===== config.mk =====
export PLATFORM = sky130hd
export DESIGN_NAME = bcd_7seg_scan
export DESIGN_NICKNAME = d
export VERILOG_FILES = /design/src/rtl/bcd_disp_pkg.sv /design/src/rtl/seg7_decoder.sv /design/src/rtl/bcd_7seg_scan.sv
export SDC_FILE = /design/constraint.sdc
export NUM_CORES = 1
export LEC_CHECK = 0
export CAP_MARGIN = 0
export CORE_MARGIN = 10
export CORE_UTILIZATION = 48
export DETAILED_ROUTE_END_ITERATION = 8
export PLACE_DENSITY = 0.76
export SKIP_CTS_REPAIR_TIMING = 1
export SYNTH_ARGS = -nofsm -noshare
export SYNTH_HDL_FRONTEND = slang
export SYNTH_SLANG_ARGS = --single-unit

===== constraint.sdc =====
create_clock -name clk -period 1.9 [get_ports clk]
set_input_delay 0.19 -clock clk [delete_from_list [all_inputs] [get_ports clk]]
set_output_delay 0.19 -clock clk [all_outputs]
set_load 0.01 [all_outputs]

===== src/rtl/bcd_disp_pkg.sv =====
// Shared 7-segment display definitions: glyph patterns and BCD decode.
package bcd_disp_pkg;

  // Active-high glyphs, bit order {g,f,e,d,c,b,a}
  localparam logic [6:0] SEG_0    = 7'h3F;
  localparam logic [6:0] SEG_1    = 7'h06;
  localparam logic [6:0] SEG_2    = 7'h5B;
  localparam logic [6:0] SEG_3    = 7'h4F;
  localparam logic [6:0] SEG_4    = 7'h66;
  localparam logic [6:0] SEG_5    = 7'h6D;
  localparam logic [6:0] SEG_6    = 7'h7D;
  localparam logic [6:0] SEG_7    = 7'h07;
  localparam logic [6:0] SEG_8    = 7'h7F;
  localparam logic [6:0] SEG_9    = 7'h6F;
  localparam logic [6:0] SEG_DASH = 7'h40;

  // Codes 10-15 are not BCD and render as a dash
  function automatic logic [6:0] bcd_to_seg(input logic [3:0] bcd);
    logic [6:0] pat;
    case (bcd)
      4'd0:    pat = SEG_0;
      4'd1:    pat = SEG_1;
      4'd2:    pat = SEG_2;
      4'd3:    pat = SEG_3;
      4'd4:    pat = SEG_4;
      4'd5:    pat = SEG_5;
      4'd6:    pat = SEG_6;
      4'd7:    pat = SEG_7;
      4'd8:    pat = SEG_8;
      4'd9:    pat = SEG_9;
      default: pat = SEG_DASH;
    endcase
    return pat;
  endfunction

endpackage


===== src/rtl/seg7_decoder.sv =====
// Combinational BCD digit to active-high 7-segment pattern.
module seg7_decoder
  import bcd_disp_pkg::*;
(
  input  logic [3:0] bcd,
  output logic [6:0] seg
);

  assign seg = bcd_to_seg(bcd);

endmodule


===== src/rtl/bcd_7seg_scan.sv =====
// Multiplexed common-anode 7-segment driver for an N-digit packed BCD bus.
// The bus is snapshotted once per frame; each digit slot starts with anode
// dead time, and leading zeros can be blanked.
module bcd_7seg_scan
  import bcd_disp_pkg::*;
#(
  parameter int unsigned N         = 4,
  parameter int unsigned DIV       = 50000,
  parameter int unsigned BLANK_CYC = 16,
  parameter bit          LZB       = 1'b1,
  localparam int unsigned IW       = (N > 1) ? $clog2(N) : 1
) (
  input  logic           clk,
  input  logic           rst,
  input  logic [4*N-1:0] bcd_in,
  input  logic [N-1:0]   dp_in,
  output logic [7:0]     seg,
  output logic [N-1:0]   an,
  output logic [IW-1:0]  digit_idx,
  output logic           frame_tick
);

  localparam int unsigned   CW       = $clog2(DIV);
  localparam logic [CW-1:0] CNT_LAST = CW'(DIV - 1);
  localparam logic [IW-1:0] IDX_LAST = IW'(N - 1);

  logic [CW-1:0]  cnt;
  logic [4*N-1:0] snap;
  logic [N-1:0]   snap_dp;
  logic [3:0]     snap_digit [N];
  logic           slot_end;
  logic           frame_end;
  logic           in_blank;
  logic [3:0]     cur_bcd;
  logic [6:0]     cur_seg;
  logic [N-1:0]   lzb_mask;
  logic           zero_above;
  logic [N-1:0]   an_show;

  assign slot_end  = (cnt == CNT_LAST);
  assign frame_end = slot_end && (digit_idx == IDX_LAST);
  assign in_blank  = 32'(cnt) < BLANK_CYC;
  assign an_show   = ~(N'(1) << digit_idx);

  // Slot counter and digit index advance
  always_ff @(posedge clk) begin
    if (rst) begin
      cnt       <= '0;
      digit_idx <= '0;
    end else if (slot_end) begin
      cnt       <= '0;
      digit_idx <= (digit_idx == IDX_LAST) ? '0 : digit_idx + IW'(1);
    end else begin
      cnt <= cnt + CW'(1);
    end
  end

  // Frame snapshot so a digit never changes mid-scan
  always_ff @(posedge clk) begin
    if (rst) begin
      snap       <= '0;
      snap_dp    <= '0;
      frame_tick <= 1'b0;
    end else begin
      frame_tick <= frame_end;
      if (frame_end) begin
        snap    <= bcd_in;
        snap_dp <= dp_in;
      end
    end
  end

  // Unpack snapshot into per-digit nibbles
  always_comb begin
    for (int i = 0; i < N; i++) begin
      snap_digit[i] = snap[4*i +: 4];
    end
  end

  assign cur_bcd = snap_digit[digit_idx];

  // Digit i>0 is blanked when it and every more significant digit are zero
  always_comb begin
    zero_above = 1'b1;
    lzb_mask   = '0;
    for (int i = N - 1; i >= 1; i--) begin
      zero_above  = zero_above & (snap_digit[i] == 4'd0);
      lzb_mask[i] = LZB & zero_above;
    end
  end

  seg7_decoder u_dec (
    .bcd (cur_bcd),
    .seg (cur_seg)
  );

  // Registered anode/segment drive; blanked digits keep anode on for even duty
  always_ff @(posedge clk) begin
    if (rst || in_blank) begin
      an  <= '1;
      seg <= 8'hFF;
    end else begin
      an  <= an_show;
      seg <= ~{snap_dp[digit_idx], (lzb_mask[digit_idx] ? 7'h00 : cur_seg)};
    end
  end

endmodule


==> metrics <==
Hold Crit Class flip-flop to flip-flop; Sw Share 20.5%; via count 1988; Tot GR Track Use 14.2%; status complete, no violations; post-layout power 0.00177 W; min-delay src cnt[0]$_SDFF_PP0_; Layout Skew 0.00715 ns; global-route wire length before repair 9070 µm; Pre-antenna DRT Iters 4; Final nets 326; Pwr per Cell Area 613 nW/µm²; Port Buffers 36; Mapped Area 2330 µm²; Max Fclk 581 MHz; Final setup viols 0; R2R cell count 5; Core Footprint 4720 µm²; Mapped Avg Cell Area 9.19 µm²; RSZ-0062 raised after global routing no; CTS tree built; Post-synth EDFFs 0; Final Hold Fails 0; vias in the first global route 1928; initial antenna violation count 0; Tightest Pin Transition 0.408 ns; relative slew slack 72.5%; Clock Power Share 35.1%; layout cells sized above 1 11.3%; Gate Count Post-Synth 253; # fillers 417; top-count cell post-synth dfxtp_1; Synth cell types 35; worst reg2reg path endpoint seg[1]$_SDFF_PP1_; H-tree lvl count 2; Vert. Die Dim 89.6 µm; VDD IR-drop max 0.000384 V; Inst Count DP 353; Reg power frac 60.9%; kind of critical path flip-flop to flip-flop; leak pwr 1.02 nW; DRC 0; Most used DFF post-synth dfxtp_1; Layout area overhead 24.0%; Worst Path Required 2.11 ns; most frequent cells after synthesis 51 x dfxtp_1, 28 x a21oi_1, 28 x o21ai_0; period utilization 90.6%; Mapped Nets 286; crit-path max FO 6; leading area contributor after synthesis dfxtp_1; CP arrival 1.93 ns; Clk Latency, worst-skew pair 0.30 ns; Vias/cell 5.52; NetSw 0.000363 W; root buffer cell clkbuf_8; startpoint types flip-flop; Period minus WS final 1.72 ns; Int Pwr 0.00141 W; biggest area contributors in the synthesized netlist dfxtp_1 44%, nand4_1 6.7%, a21oi_1 6.0%, o21ai_0 6.0%, ha_1 5.9%; max_cap viols 0; Hold Path Sink cnt[0]$_SDFF_PP0_; WL final 5290 µm; total grt overflow 0; antenna-violating nets left 0; DRT iter0 DRCs 119; Ports 37; wire per inst 14.7 µm; sequential area share after synthesis 43.9%; Post-synth ARST share 0%; Post-DP HPWL 3900 µm; Antenna diodes 0; largest net degree at the start of global routing 26; Critical Path Sink Type flip-flop; worst r2r src digit_idx[0]$_SDFFE_PP0N_; GP Congestion 0.810; Yosys top cell area share 43.9%; clk slew on worst S/H paths 0.09 ns; Synth Register Bits 51; R2R setup slack 0.18 ns; Slew Viols, Final 0; Comb pwr share 4.0%; non-filler cells in the finished layout 360; Row Count 25; Setup TNS Final 0 ns; Initial Util 49.2%; clock buffer depth 2; Die Wd 89.6 µm; cts bufs inserted 5; total number of yosys warnings 0; Sink Count 51; Hold Path Stages 1; DIE AREA 8030 µm²
==> stage by stage <==
| stage | setup slack [ns] | area (µm²) | utilization (%) | hold WS (ns) |
|---|---|---|---|---|
| finish | 0.178 | 2890 | 61.1 | 0.443 |
| floorplan | 0.0331 | 2330 | - | 0.344 |
| global route | 0.0668 | 2890 | 61.1 | 0.463 |
| detailed placement | 0.110 | 2800 | 59.2 | 0.433 |
| CTS | 0.0883 | 2880 | 61.1 | 0.443 |
| global placement | 0.148 | 2800 | 59.2 | 0.426 |
==> sequential cells by signal, summed over array words and instances (netlist names) <==
name	cells
frame_tick	1
digit_idx	2
an	4
snap_dp	4
seg	8
cnt	16
snap	16
==> routing by layer <==
metal	vias up	routed length (µm)	GRT usage (%)
li1	995	-	-
met1	929	2230	16.9
met2	49	2590	22.9
met3	15	354	4.06
met4	0	117	6.65
met5	-	0	0
==> layout make-up <==
class	count	area (µm²)	area share (%)
sequential	51	1020	35.4
timing repair buffer	52	480	16.7
tap	67	83.8	2.91
clock buffer	6	82.6	2.86
multi-input combinational	174	1180	40.8
inverter	9	33.8	1.17
clock inverter	1	5.00	0.173
==> worst max-delay path: stages (launching register included) <==
cell and delay [ns]:
dfxtp_2 0.39, mux4_2 0.59, inv_1 0.14, ha_1 0.23
and2_1 0.14, nand2b_1 0.13
==> kinds of logic (layout without fill, tap and decap cells) <==
group                    after synthesis  after routing  share of synthesized area (%)
multiplexers                           5              5                           4.84
flip-flops                            51             51                           43.9
XOR/XNOR                              11             11                           4.14
AND/OR/NAND/NOR                       81             81                           20.2
AO/OA/AOI/OAI                         66             66                           15.5
adder cells (fa/ha/maj)               11             11                           5.92
buffers and inverters                 28             68                           5.49
==> layout by cell type, fill, tap and decap left out <==
cell	count
a21oi_1	28
a31oi_1	1
a41oi_1	1
and2_1	5
and3_1	5
and4_1	2
buf_4	16
clkbuf_8	6
clkdlybuf4s50_1	36
clkinv_2	1
dfxtp_1	50
dfxtp_2	1
ha_1	11
inv_1	9
mux4_2	5
nand2_1	9
nand2b_1	1
nand3_1	6
nand3_4	1
nand4_1	25
nor2_1	15
nor2b_1	1
nor3_1	3
nor4_1	2
nor4_4	1
o21ai_0	28
o21ai_2	1
o21bai_1	2
o22ai_1	1
o311a_2	1
o31a_1	1
o31ai_1	2
or3_1	2
or4_1	3
xnor2_1	3
xor2_1	8
==> power groups by stage <==
stage	clock network (W)	logic, W	registers [W]
2_1_floorplan	0	0.0000216	0.00110
3_3_place_gp	0	0.0000708	0.00110
3_5_place_dp	0	0.0000710	0.00110
4_1_cts	0.000637	0.0000717	0.00108
5_1_grt	0.000679	0.0000780	0.00108
6_report	0.000621	0.0000714	0.00108
==> worst max path at each step <==
stage	slack, ns	to	startpoint
finish	0.18	seg[1]$_SDFF_PP1_	digit_idx[0]$_SDFFE_PP0N_
global route	0.07	seg[0]$_SDFF_PP1_	digit_idx[0]$_SDFFE_PP0N_
floorplan	0.03	seg[1]$_SDFF_PP1_	digit_idx[0]$_SDFFE_PP0N_
detailed placement	0.11	seg[1]$_SDFF_PP1_	digit_idx[0]$_SDFFE_PP0N_
CTS	0.09	seg[1]$_SDFF_PP1_	digit_idx[0]$_SDFFE_PP0N_
global placement	0.15	seg[1]$_SDFF_PP1_	digit_idx[0]$_SDFFE_PP0N_
No activity file was read; power rests on OpenSTA's default activity.
